### config.mk
export PLATFORM = sky130hd
export DESIGN_NAME = ttt_game_ctrl
export DESIGN_NICKNAME = d
export VERILOG_FILES = /design/src/rtl/ttt_game_ctrl.sv
export SDC_FILE = /design/constraint.sdc
export NUM_CORES = 1
export LEC_CHECK = 0
export ABC_CLOCK_PERIOD_IN_PS = 7650
export BUFFER_PORTS_ARGS = -buffer_cell sky130_fd_sc_hd__buf_2
export CAP_MARGIN = 20
export CORE_ASPECT_RATIO = 0.7
export CORE_MARGIN = 8
export CORE_UTILIZATION = 60
export CTS_CLUSTER_SIZE = 10
export DETAILED_ROUTE_END_ITERATION = 10
export GPL_TIMING_DRIVEN = 0
export PLACE_DENSITY = 0.89
export SLEW_MARGIN = 15
export SYNTH_ARGS = -nofsm -noshare
export SYNTH_HDL_FRONTEND = slang
export SYNTH_SLANG_ARGS = --single-unit
### constraint.sdc
create_clock -name clk -period 7.65 [get_ports clk]
set_input_delay 1.1475 -clock clk [delete_from_list [all_inputs] [get_ports clk]]
set_output_delay 1.1475 -clock clk [all_outputs]
set_load 0.05 [all_outputs]
### src/rtl/ttt_game_ctrl.sv
// Tic-tac-toe game sequencer: validates moves, commits them to the board, scans win lines.
// Optional LOSER_STARTS_EN: the loser (or, after a draw, the non-starter) opens the next game.
module ttt_game_ctrl #(
  parameter logic       FIRST_PLAYER = 1'b0,
  parameter logic [1:0] P1_CODE      = 2'b01,
  parameter logic [1:0] P2_CODE      = 2'b10
) (
  input  logic        clk,
  input  logic        clr,
  input  logic        enter,
  input  logic [3:0]  square_num,
  output logic [17:0] board,
  output logic        player_turn,
  output logic        busy,
  output logic        move_err,
  output logic        p1_win,
  output logic        p2_win,
  output logic        draw,
  output logic [3:0]  win_line
);

  typedef enum logic [1:0] {IDLE, PLACE, CHECK, OVER} state_t;

  state_t      state, state_nx;
  logic        enter_q;
  logic [3:0]  square_q;
  logic [3:0]  target, target_nx;
  logic [3:0]  move_cnt, move_cnt_nx;
  logic [2:0]  line_idx, line_idx_nx;
  logic [17:0] board_nx;
  logic        player_turn_nx, move_err_nx, p1_win_nx, p2_win_nx, draw_nx;
  logic [3:0]  win_line_nx;
  logic [11:0] line_sel;
  logic [1:0]  cell_a, cell_b, cell_c;
  logic        line_win;
`ifdef LOSER_STARTS_EN
  logic        start_player, start_player_nx;
  logic        restart_turn;
`endif

  function automatic logic [1:0] cell_of(input logic [17:0] b, input logic [3:0] k);
    cell_of = 2'b00;
    for (int i = 1; i <= 9; i++) begin
      if (k == i[3:0]) cell_of = b[2*i-2 +: 2];
    end
  endfunction

  function automatic logic [17:0] set_cell(input logic [17:0] b, input logic [3:0] k,
                                           input logic [1:0] code);
    set_cell = b;
    for (int i = 1; i <= 9; i++) begin
      if (k == i[3:0]) set_cell[2*i-2 +: 2] = code;
    end
  endfunction

  // Three square numbers of each winning line, scan order rows, columns, diagonals
  function automatic logic [11:0] line_cells(input logic [2:0] idx);
    case (idx)
      3'd0:    line_cells = {4'd1, 4'd2, 4'd3};
      3'd1:    line_cells = {4'd4, 4'd5, 4'd6};
      3'd2:    line_cells = {4'd7, 4'd8, 4'd9};
      3'd3:    line_cells = {4'd1, 4'd4, 4'd7};
      3'd4:    line_cells = {4'd2, 4'd5, 4'd8};
      3'd5:    line_cells = {4'd3, 4'd6, 4'd9};
      3'd6:    line_cells = {4'd1, 4'd5, 4'd9};
      3'd7:    line_cells = {4'd3, 4'd5, 4'd7};
      default: line_cells = {4'd1, 4'd2, 4'd3};
    endcase
  endfunction

  assign line_sel = line_cells(line_idx);
  assign cell_a   = cell_of(board, line_sel[11:8]);
  assign cell_b   = cell_of(board, line_sel[7:4]);
  assign cell_c   = cell_of(board, line_sel[3:0]);
  assign line_win = (cell_a != 2'b00) && (cell_a == cell_b) && (cell_b == cell_c);
  assign busy     = (state == PLACE) || (state == CHECK);

`ifdef LOSER_STARTS_EN
  // Opener of the next game: the loser, or after a draw the player who did not open this one
  always_comb begin
    if (p1_win)      restart_turn = 1'b1;
    else if (p2_win) restart_turn = 1'b0;
    else             restart_turn = ~start_player;
  end
`endif

  // Next-state and next-output logic
  always_comb begin
    state_nx       = state;
    target_nx      = target;
    move_cnt_nx    = move_cnt;
    line_idx_nx    = line_idx;
    board_nx       = board;
    player_turn_nx = player_turn;
    move_err_nx    = 1'b0;
    p1_win_nx      = p1_win;
    p2_win_nx      = p2_win;
    draw_nx        = draw;
    win_line_nx    = win_line;
`ifdef LOSER_STARTS_EN
    start_player_nx = start_player;
`endif
    case (state)
      IDLE: begin
        if (enter_q) begin
          if ((square_q >= 4'd1) && (square_q <= 4'd9) &&
              (cell_of(board, square_q) == 2'b00)) begin
            target_nx = square_q;
            state_nx  = PLACE;
          end else begin
            move_err_nx = 1'b1;
          end
        end
      end
      PLACE: begin
        board_nx    = set_cell(board, target, player_turn ? P2_CODE : P1_CODE);
        move_cnt_nx = (move_cnt >= 4'd9) ? 4'd9 : move_cnt + 4'd1;
        line_idx_nx = 3'd0;
        state_nx    = CHECK;
      end
      CHECK: begin
        if (line_win) begin
          if (cell_a == P1_CODE) p1_win_nx = 1'b1;
          else                   p2_win_nx = 1'b1;
          win_line_nx = {1'b0, line_idx} + 4'd1;
          state_nx    = OVER;
        end else if (line_idx == 3'd7) begin
          if (move_cnt == 4'd9) begin
            draw_nx  = 1'b1;
            state_nx = OVER;
          end else begin
            player_turn_nx = ~player_turn;
            state_nx       = IDLE;
          end
        end else begin
          line_idx_nx = line_idx + 3'd1;
        end
      end
      OVER: begin
        if (enter_q) begin
          board_nx    = 18'd0;
          p1_win_nx   = 1'b0;
          p2_win_nx   = 1'b0;
          draw_nx     = 1'b0;
          win_line_nx = 4'd0;
          move_cnt_nx = 4'd0;
          line_idx_nx = 3'd0;
`ifdef LOSER_STARTS_EN
          player_turn_nx  = restart_turn;
          start_player_nx = restart_turn;
`else
          player_turn_nx  = FIRST_PLAYER;
`endif
          state_nx    = IDLE;
        end
      end
      default: state_nx = IDLE;
    endcase
  end

  // Input capture stage and all state/output registers
  always_ff @(posedge clk or posedge clr) begin
    if (clr) begin
      enter_q     <= 1'b0;
      square_q    <= 4'd0;
      state       <= IDLE;
      target      <= 4'd0;
      move_cnt    <= 4'd0;
      line_idx    <= 3'd0;
      board       <= 18'd0;
      player_turn <= FIRST_PLAYER;
      move_err    <= 1'b0;
      p1_win      <= 1'b0;
      p2_win      <= 1'b0;
      draw        <= 1'b0;
      win_line    <= 4'd0;
`ifdef LOSER_STARTS_EN
      start_player <= FIRST_PLAYER;
`endif
    end else begin
      enter_q     <= enter;
      square_q    <= square_num;
      state       <= state_nx;
      target      <= target_nx;
      move_cnt    <= move_cnt_nx;
      line_idx    <= line_idx_nx;
      board       <= board_nx;
      player_turn <= player_turn_nx;
      move_err    <= move_err_nx;
      p1_win      <= p1_win_nx;
      p2_win      <= p2_win_nx;
      draw        <= draw_nx;
      win_line    <= win_line_nx;
`ifdef LOSER_STARTS_EN
      start_player <= start_player_nx;
`endif
    end
  end

endmodule

==> results of run 1 <==
## through the flow
step	instance area [um^2]	hold WS (ns)	std cells
floorplan	2960	0.499	311
global placement	3220	0.490	414
detailed placement	3240	0.491	415
CTS	3330	0.513	423
global route	3330	0.548	423
finish	3330	0.515	423
## routing by layer
| layer | vias up | part of all wire | track usage |
|---|---|---|---|
| li1 | 1240 | - | - |
| met1 | 1315 | 0.43 | 0.301 |
| met2 | 140 | 0.46 | 0.339 |
| met3 | 15 | 0.094 | 0.0480 |
| met4 | 0 | 0.013 | 0.0801 |
| met5 | - | 0 | 0 |
## flip-flops by register name, summed over array words and instances (netlist names)
name / count
p1_win: 1
enter_q: 1
move_cnt: 4
target: 4
square_q: 4
move_err: 1
line_idx: 3
draw: 1
win_line: 4
state: 2
board: 18
player_turn: 1
p2_win: 1
## worst max-delay path: stages (launching register included)
cell and delay (ns):
dfrtp_1 0.52, inv_1 0.21, ha_1 0.29, mux2i_1 0.42, mux4_2 0.58, a21oi_2 0.21, nor3_1 0.06, and4_4 0.16
o21a_4 0.25, or2_1 0.26, a221o_1 0.33
## layout make-up
| class | instances | area [um^2] |
|---|---|---|
| clock inverters | 2 | 16.3 |
| flip-flops and latches | 45 | 1130 |
| clock buffers | 6 | 82.6 |
| plain buffers | 15 | 75.1 |
| repair buffers | 35 | 190 |
| fillers | 378 | 1420 |
| inverters | 15 | 56.3 |
| well taps | 69 | 86.3 |
| multi-input cells | 236 | 1700 |
## path summary, 6_finish.rpt
kind                                          from                 endpoint  slack (ns)  cells after the start
max                        line_idx[0]$_DFFE_PP0P_  line_idx[2]$_DFFE_PP0P_        4.24                     10
min                        win_line[2]$_DFFE_PP0P_  win_line[2]$_DFFE_PP0P_        0.51                      1
max reg2reg                line_idx[0]$_DFFE_PP0P_  line_idx[2]$_DFFE_PP0P_        4.24                     10
min reg2reg                win_line[2]$_DFFE_PP0P_  win_line[2]$_DFFE_PP0P_        0.51                      1
max in group asynchronous                      clr  line_idx[0]$_DFFE_PP0P_        6.32                      3
min in group asynchronous                      clr    target[1]$_DFFE_PP0P_        0.84                      2
## report_power, final
| part | switching (uW) | internal (uW) | total [uW] | leakage, uW |
|---|---|---|---|---|
| Sequential | 71.7 | 289 | 361 | 0.000547 |
| Combinational | 427 | 250 | 676 | 0.000883 |
| Clock | 86.0 | 74.4 | 160 | 0.0000478 |
| Total | 584 | 613 | 1200 | 0.00148 |
## kinds of logic after synthesis
family          share of synthesized area
simple gates                        0.172
flops                               0.381
buf+inv                            0.0444
compound gates                      0.209
fa+ha+maj                          0.0592
mux                                 0.134
## synthesized netlist by cell type (2+ instances only)
library cell and count:
a32o_1 2, buf_2 3, inv_1 14, and3_1 3, o22ai_1 2, nor3_1 11, nor2b_1 11, a221o_1 2
buf_4 2, clkbuf_1 8, ha_1 14, nand4_1 2, nor4_1 7, nand2_1 26, mux4_2 2, mux2i_1 8
a21boi_0 2, a21oi_1 16, nor2_1 21, o21ai_0 19, a41oi_1 2, or3_1 2, o2bb2ai_1 4, o211ai_1 5
nand3_1 6, a211oi_1 2, a31oi_1 7, o21a_1 3, mux2_2 23, dfrtp_1 45, a22o_1 2
==> impl_metrics.yaml, run 1 <==
floorplanning:
  die_x_um: 99.9
  num_rows: 21
  design.core.area_um2: 4760
  die_y_extent_um: 74.8
  floorplan.io_pins: 35
  start_util: 0.622
  floorplan.die_area_um2: 7470
clock_tree:
  numCtsBuffers: 5
  number_of_clock_sinks: 45
  worst_setup_hold_path_clk_slew_ns: 0.08
  tritoncts_clock_tree: "done"
  cts_max_path_buffers: 2
  holdBufCountCts: 0
  number_of_gates_resized_after_cts: 0
  worstSkewPairLatency_ns: 0.30
  post_cts.repair.setup_buffers: 0
  cts_htree_levels: 2
  root_buffer: "clkbuf_8"
grt:
  grt_use_total: 0.221
  globalRoute.totalOverflow: 0
  grt_max_degree: 26
  first_global_vias: 2630
  first_pass_grt_wire_length_um: 13000
  antenna_violations_before_repair: 0
critical_path:
  crit_required_ns: 7.84
  end_kind: "register"
  cp-start-kind: "register"
  crit_path_max_fanout: 10
  criticalPathCategory: "register to register"
  crit_arrival_ns: 3.59
layout:
  antenna_cells: 0
  most-common-layout-cells: "dfrtp_1 (45), buf_2 (37), nand2_1 (26), mux2_2 (23), nor2_1 (21)"
  final_layout_size_suffix_gt1_frac: 0.237
  syn2layout_area_growth_pct: 12.7
  fin_nets: 374
  mostFrequentLayoutCell: "dfrtp_1"
  final_core_util: 0.701
timing:
  rsz0062_at_grt: "false"
  layout_worst_path_cycle_share: 0.445
  final-setup-viol-count: 0
  hold_violations: 0
  finalClockSkew_ns: 0.00568
  slew_viol_final: 0
  tns_ns: 0
  fin_ws_ns: 4.24
  timing.max_slew.rel_slack: 0.561
  max_freq_mhz: 293
  fin_crit_ns: 3.41
  transition_time_at_the_pin_with_the_least_slew_margin_ns: 0.656
place:
  portBuffers: 34
  gpl.final_weighted_congestion: 0.892
  placement.setup.worst_slack_ns: 4.28
  place.detailed.hpwl_um: 5690
drt:
  detail_route.first_pass.iterations: 5
  routed_wirelength_um: 7750
  avgRoutedWirePerCell_um: 18.3
  drtIter0Drc: 360
  dr_total_vias: 2710
  post-route-drc-count: 0
  vias_cell: 6.41
  remaining_number_of_nets_flagged_by_the_antenna_check_after_routing: 0
synthesis:
  avgSynthCellArea_um2: 9.51
  syn_nets: 332
  synth-seq-area-share: 0.381
  synth_area_leader_cell: "dfrtp_1"
  synth_enable_flop_cells: 0
  number_of_instances_in_the_synthesized_netlist: 311
  synth-main-ff-cell: "dfrtp_1"
  post_synth_instance_area_um2: 2960
  netlist-cell-type-count: 66
  netlist.area_leader.share: 0.381
  yosys_register_bits: 45
  yosysWarnings: 0
  postSynth.asyncResetShare: 1.00
  yosys-top-cells-area: "dfrtp_1 (38%), mux2_2 (8.8%), ha_1 (5.9%)"
run_status:
  run_status: "finished, final reports clean"
job:
  max_cap_viol_count: 0
power:
  power_per_cell_area_nw_per_um2: 359
  power_leakage_uw: 0.00148
  post-layout-total-power_uw: 1200
  peakVddDrop_v: 0.000174
worst_hold_path:
  type_of_the_worst_min_delay_path: "register to register"
Note: power is estimated with default switching activity, not from simulation.
==> inputs of run 2 (changes only) <==
--- a/config.mk
+++ b/config.mk
@@ -5,16 +5,16 @@
 export SDC_FILE = /design/constraint.sdc
 export NUM_CORES = 1
 export LEC_CHECK = 0
-export ABC_CLOCK_PERIOD_IN_PS = 7650
+export ABC_CLOCK_PERIOD_IN_PS = 3350
 export BUFFER_PORTS_ARGS = -buffer_cell sky130_fd_sc_hd__buf_2
 export CAP_MARGIN = 20
 export CORE_ASPECT_RATIO = 0.7
 export CORE_MARGIN = 8
-export CORE_UTILIZATION = 60
+export CORE_UTILIZATION = 59
 export CTS_CLUSTER_SIZE = 10
 export DETAILED_ROUTE_END_ITERATION = 10
 export GPL_TIMING_DRIVEN = 0
-export PLACE_DENSITY = 0.89
+export PLACE_DENSITY = 0.88
 export SLEW_MARGIN = 15
 export SYNTH_ARGS = -nofsm -noshare
 export SYNTH_HDL_FRONTEND = slang
==> constraint.sdc (replaced) <==
create_clock -name clk -period 3.35 [get_ports clk]
set_input_delay 0.5025 -clock clk [delete_from_list [all_inputs] [get_ports clk]]
set_output_delay 0.5025 -clock clk [all_outputs]
set_load 0.05 [all_outputs]
==> run 2 against run 1 <==
  * Power is 140% higher
  * Clock-buffer cell count down 1
  * Routed wire length up 2.4%
  * Clock power rose to 2.7 times the previous value
  * Combinational power rose by 140%
  * Clock skew increased by 0.0083 ns
  * Sequential share of layout area down 0.63 points
  * Utilization increased by 0.64 points
  * Cell count increased by 0.47%
  * Flip-flop and latch count did not move
  * Critical path depth is 2 higher
  * Worst setup slack worse by 4.0 ns
  * Critical path type unchanged
  * Largest cell class unchanged
  * Largest power group unchanged
  * Highest routed layer unchanged
==> impl_metrics.yaml, run 2 (synthesis gave the netlist of run 1 again) <==
drt:
  avgRoutedWirePerCell_um: 18.7
  drtIter0Drc: 293
  routed_wirelength_um: 7940
  remaining_number_of_nets_flagged_by_the_antenna_check_after_routing: 0
  dr_total_vias: 2703
  vias_cell: 6.36
  post-route-drc-count: 0
  detail_route.first_pass.iterations: 5
grt:
  antenna_violations_before_repair: 0
  globalRoute.totalOverflow: 0
  grt_max_degree: 25
  first_global_vias: 2556
  grt_use_total: 0.218
  first_pass_grt_wire_length_um: 13000
critical_path:
  criticalPathCategory: "register to register"
  ff2ff_setup_slack_ns: 0.20
  end_kind: "register"
  crit_arrival_ns: 3.35
  slowest_cell_on_the_critical_path: "or3_1"
  critPathMaxStageDelay_ns: 0.42
  cp_cell_sequence: "inv_1 -> ha_2 -> or3_1 -> nor4_1 -> o221ai_1 -> o311a_1 -> nor3_1 -> and4_4 -> o21a_4 -> buf_4 -> o21ai_0 -> a32o_1"
  crit_required_ns: 3.55
  crit_path_max_fanout: 10
  cp-start-kind: "register"
clock_tree:
  worst_setup_hold_path_clk_slew_ns: 0.10
  tritoncts_clock_tree: "done"
  cts_htree_levels: 2
  worstSkewPairLatency_ns: 0.31
  number_of_clock_sinks: 45
  numCtsBuffers: 5
  root_buffer: "clkbuf_8"
  holdBufCountCts: 0
  cts_max_path_buffers: 2
floorplanning:
  num_rows: 21
  design.core.area_um2: 4810
  die_y_extent_um: 75.3
  die_x_um: 101
  floorplan.die_area_um2: 7570
  floorplan.io_pins: 35
  start_util: 0.615
timing:
  slew_viol_final: 0
  holdWs_ns: 0.216
  final-setup-viol-count: 0
  layout_worst_path_cycle_share: 0.940
  timing.max_slew.rel_slack: 0.536
  hold_violations: 0
  max_freq_mhz: 317
  transition_time_at_the_pin_with_the_least_slew_margin_ns: 0.694
  fin_crit_ns: 3.15
  finalClockSkew_ns: 0.0139
run_status:
  run_status: "finished, final reports clean"
layout:
  layout.cells.non_filler: 425
  fin_nets: 376
  most-common-layout-cells: "dfrtp_1 (44), buf_2 (37), nand2_1 (26), mux2_2 (23), nor2_1 (21)"
  largest_register_ffs: 18
  mostFrequentLayoutCell: "dfrtp_1"
  antenna_cells: 0
  syn2layout_area_growth_pct: 15.0
  final_core_util: 0.708
  largest-register: "board"
  final_layout_size_suffix_gt1_frac: 0.264
place:
  portBuffers: 34
  gpl.final_weighted_congestion: 0.907
  dp_cells: 415
  place.detailed.hpwl_um: 5760
power:
  post-layout-total-power_uw: 2840
  power.clock.fraction: 0.152
  power_per_cell_area_nw_per_um2: 836
  peakVddDrop_v: 0.000520
  intPower_uw: 1480
  power_leakage_uw: 0.00151
  p_sw_uw: 1370
  sequentialPowerShare: 0.289
  p_sw_frac: 0.481
  power_frac_comb: 0.559
job:
  max_cap_viol_count: 0
worst_hold_path:
  type_of_the_worst_min_delay_path: "input port to asynchronous set/reset pin"
-- run 2: cell count changes in the layout (fill, tap and decap cells not counted), sizes merged --
cell | before | now
buf | 42 | 44
bufinv | 0 | 1
clkbuf | 14 | 13
-- run 2: power by group through the flow --
stage / Sequential (uW) / Clock, uW / Combinational [uW]
after global placement: 821 / 0 / 1480
final: 823 / 432 / 1590
after global routing: 845 / 455 / 1740
after detailed placement: 829 / 0 / 1530
after floorplan: 961 / 0 / 1050
after CTS: 822 / 431 / 1550
-- run 2: what timing repair did --
action	4_1_cts	5_1_grt
setup endpoints to repair	7	11
gates resized for setup	2	9
buffers inserted	0	2
-- run 2: final cells by class --
type | instances | area (um^2)
Fill cell | 387 | 1410
Sequential cell | 45 | 1130
Buffer | 15 | 77.6
Clock buffer | 5 | 68.8
Tap cell | 69 | 86.3
Inverter | 15 | 56.3
Multi-Input combinational cell | 236 | 1720
Timing Repair Buffer | 37 | 213
Clock inverter | 3 | 48.8
-- run 2: path summary, 6_finish.rpt --
kind / from / end / depth (start not counted)
max in group asynchronous: clr / line_idx[0]$_DFFE_PP0P_ / 3
worst max-delay path: line_idx[0]$_DFFE_PP0P_ / win_line[3]$_DFFE_PP0P_ / 12
worst min register to register: win_line[2]$_DFFE_PP0P_ / win_line[2]$_DFFE_PP0P_ / 1
worst max register to register: line_idx[0]$_DFFE_PP0P_ / win_line[3]$_DFFE_PP0P_ / 12
min in group clk: square_num[0] / square_q[0]$_DFF_PP0_ / 1
worst min-delay path: clr / target[1]$_DFFE_PP0P_ / 2
-- run 2: worst max-delay path, delay by kind of cell (launching register included) --
family | cells | cell delay [ns]
and+or+nand+nor | 4 | 1.21
AOI/OAI and AO/OA | 5 | 0.85
DFF | 1 | 0.39
buffers and inverters | 2 | 0.31
adders and majority gates | 1 | 0.28
-- run 2: metrics by stage --
stage / setup TNS (ns) / area [um^2] / setup slack [ns]
3_5_place_dp: -0.146 / 3240 / -0.0558
2_1_floorplan: 0 / 2960 / 0.324
4_1_cts: 0 / 3370 / 0.0547
3_3_place_gp: -0.0292 / 3220 / -0.0154
5_1_grt: -0.0418 / 3400 / -0.0207
6_report: 0 / 3400 / 0.200
-- run 2: metal layers --
layer  GRT usage  vias up  wire [um]  share of wire
li1            -     1246          -              -
met1       0.308     1315       3570           0.45
met2       0.329      131       3610           0.45
met3      0.0517       11        702          0.088
met4      0.0467        0         58         0.0073
met5           0        -          0              0
==> inputs of run 3 (changes only) <==
--- a/config.mk
+++ b/config.mk
@@ -10,11 +10,11 @@
 export CAP_MARGIN = 20
 export CORE_ASPECT_RATIO = 0.7
 export CORE_MARGIN = 8
-export CORE_UTILIZATION = 59
+export CORE_UTILIZATION = 45
 export CTS_CLUSTER_SIZE = 10
 export DETAILED_ROUTE_END_ITERATION = 10
 export GPL_TIMING_DRIVEN = 0
-export PLACE_DENSITY = 0.88
+export PLACE_DENSITY = 0.71
 export SLEW_MARGIN = 15
 export SYNTH_ARGS = -nofsm -noshare
 export SYNTH_HDL_FRONTEND = slang
==> run 3 against run 2 <==
  * Power is 0.69% higher
  * Worst hold slack worse by 0.069 ns
  * Sequential power hardly changed
  * Largest cell class unchanged
  * Register-to-register slack worse by 0.03 ns
  * Worst setup slack worse by 0.031 ns
  * Largest power group unchanged
  * Critical path depth stayed put
  * Clock power is 4% higher
  * Non-clock buffer count stayed put
  * Die area is 25% higher
  * Clock skew is 0.0062 ns lower
  * Highest routed layer unchanged
  * Combinational power hardly changed
==> impl_metrics.yaml, run 3 (synthesis gave the netlist of run 1 again) <==
layout:
  final_layout_size_suffix_gt1_frac: 0.264
  layout.cells.non_filler: 434
  postLayoutCellArea_um2: 3420
  mostFrequentLayoutCell: "dfrtp_1"
  largest-register: "board"
  antenna_cells: 0
  syn2layout_area_growth_pct: 15.5
  most-common-layout-cells: "dfrtp_1 (44), buf_2 (37), nand2_1 (26), mux2_2 (23), nor2_1 (21)"
  largest_register_ffs: 18
  fin_nets: 376
grt:
  grt_max_degree: 32
  first_global_vias: 2479
  grtUsageMet2: 0.256
  grt_most_used_layer: "met2"
  antenna_violations_before_repair: 0
  grt_use_total: 0.167
  first_pass_grt_wire_length_um: 12900
  globalRoute.totalOverflow: 0
  groute.layer.met3.usage: 0.0390
  grtUsageMet1: 0.233
floorplanning:
  floorplan.die_area_um2: 9470
  floorplan.io_pins: 35
  die_x_um: 113
  num_rows: 24
  design.core.area_um2: 6310
  die_y_extent_um: 83.8
  start_util: 0.469
critical_path:
  cp_cell_sequence: "inv_1 -> ha_2 -> or3_1 -> nor4_2 -> o221ai_1 -> o311a_1 -> nor3_1 -> and4_4 -> o21a_4 -> buf_4 -> o21ai_0 -> a32o_1"
  cp-start-kind: "register"
  end_kind: "register"
  crit_required_ns: 3.55
  slowest_cell_on_the_critical_path: "or3_1"
  cpLargestDelayFamily: "simple AND/OR/NAND/NOR gates"
  crit_arrival_ns: 3.38
  criticalPathCategory: "register to register"
  worstPathBufferInverterCount: 2
  crit_path_max_fanout: 10
  critPathMaxStageDelay_ns: 0.42
power:
  power_leakage_uw: 0.00151
  peakVddDrop_v: 0.000322
  power_per_cell_area_nw_per_um2: 838
place:
  dp_cells: 424
  portBuffers: 34
  place_area_um2: 3250
  gpl.final_weighted_congestion: 0.875
  place.detailed.hpwl_um: 5930
worst_hold_path:
  type_of_the_worst_min_delay_path: "input port to asynchronous set/reset pin"
clock_tree:
  holdBufCountCts: 0
  worstSkewPairLatency_ns: 0.31
  number_of_clock_sinks: 45
  tritoncts_clock_tree: "done"
  worst_setup_hold_path_clk_slew_ns: 0.09
  cts_htree_levels: 2
  numCtsBuffers: 5
  cts_max_path_buffers: 2
  root_buffer: "clkbuf_8"
timing:
  rsz0062_at_grt: "false"
  tns_ns: 0
  final-setup-viol-count: 0
  slew_viol_final: 0
  hold_violations: 0
  layout_worst_path_cycle_share: 0.950
  finalClockSkew_ns: 0.00777
  max_freq_mhz: 314
  timing.max_slew.rel_slack: 0.516
  fin_crit_ns: 3.18
  transition_time_at_the_pin_with_the_least_slew_margin_ns: 0.723
drt:
  vias_cell: 6.23
  routed_wirelength_um: 7930
  remaining_number_of_nets_flagged_by_the_antenna_check_after_routing: 0
  drtIter0Drc: 180
  post-route-drc-count: 0
  detail_route.first_pass.iterations: 6
  dr_total_vias: 2704
  avgRoutedWirePerCell_um: 18.3
job:
  max_cap_viol_count: 0
run_status:
  run_status: "finished, final reports clean"
## run 3: cell count changes in the layout (fill, tap and decap cells not counted)
cell,change
nor4_2,+1
inv_1,+1
buf_12,+1
clkinvlp_4,-1
buf_16,-1
inv_2,-1
nor4_1,-1
clkbuf_8,+1
## run 3: where the power goes
group / leakage [uW] / internal (uW) / switching [uW]
registers: 0.000545 / 661 / 160
clock network: 0.0000633 / 248 / 203
logic: 0.000901 / 591 / 1000
## run 3: final timing paths
kind                                         start                       to  slack (ns)  depth (start not counted)
setup / recovery           line_idx[0]$_DFFE_PP0P_  win_line[3]$_DFFE_PP0P_        0.17                         12
hold / removal                                 clr  move_cnt[1]$_DFFE_PP0P_        0.15                          2
hold reg to reg            win_line[2]$_DFFE_PP0P_  win_line[2]$_DFFE_PP0P_        0.51                          1
setup reg to reg           line_idx[0]$_DFFE_PP0P_  win_line[3]$_DFFE_PP0P_        0.17                         12
min in group clk                     square_num[3]    square_q[3]$_DFF_PP0_        0.29                          1
max in group asynchronous                      clr  line_idx[0]$_DFFE_PP0P_        2.72                          3
## run 3: per-stage QoR
stage	total power (uW)	setup slack, ns	util	hold WS (ns)
2_1_floorplan	2010	0.324	-	0.499
3_3_place_gp	2320	-0.0434	0.512	0.486
3_5_place_dp	2360	-0.0338	0.515	0.493
4_1_cts	2830	0.0167	0.535	0.154
5_1_grt	3040	0.00550	0.542	0.172
6_report	2860	0.169	0.542	0.147
## run 3: metal layers
layer | vias to the layer above | part of all wire
li1 | 1255 | -
met4 | 0 | 0.0082
met1 | 1326 | 0.48
met2 | 113 | 0.44
met3 | 10 | 0.074
met5 | - | 0
## run 3: timing repair
action                     CTS  global route
pin swaps                    0             0
buffers inserted             0             2
resized for setup            1            10
setup endpoints to repair    7            11
## run 3: area by class of cell
cell class / count / area, um^2
plain buffers: 15 / 77.6
clock buffers: 6 / 82.6
clock inverters: 2 / 41.3
fillers: 588 / 2890
inverters: 15 / 56.3
multi-input cells: 236 / 1730
flip-flops and latches: 45 / 1130
well taps: 78 / 97.6
repair buffers: 37 / 205
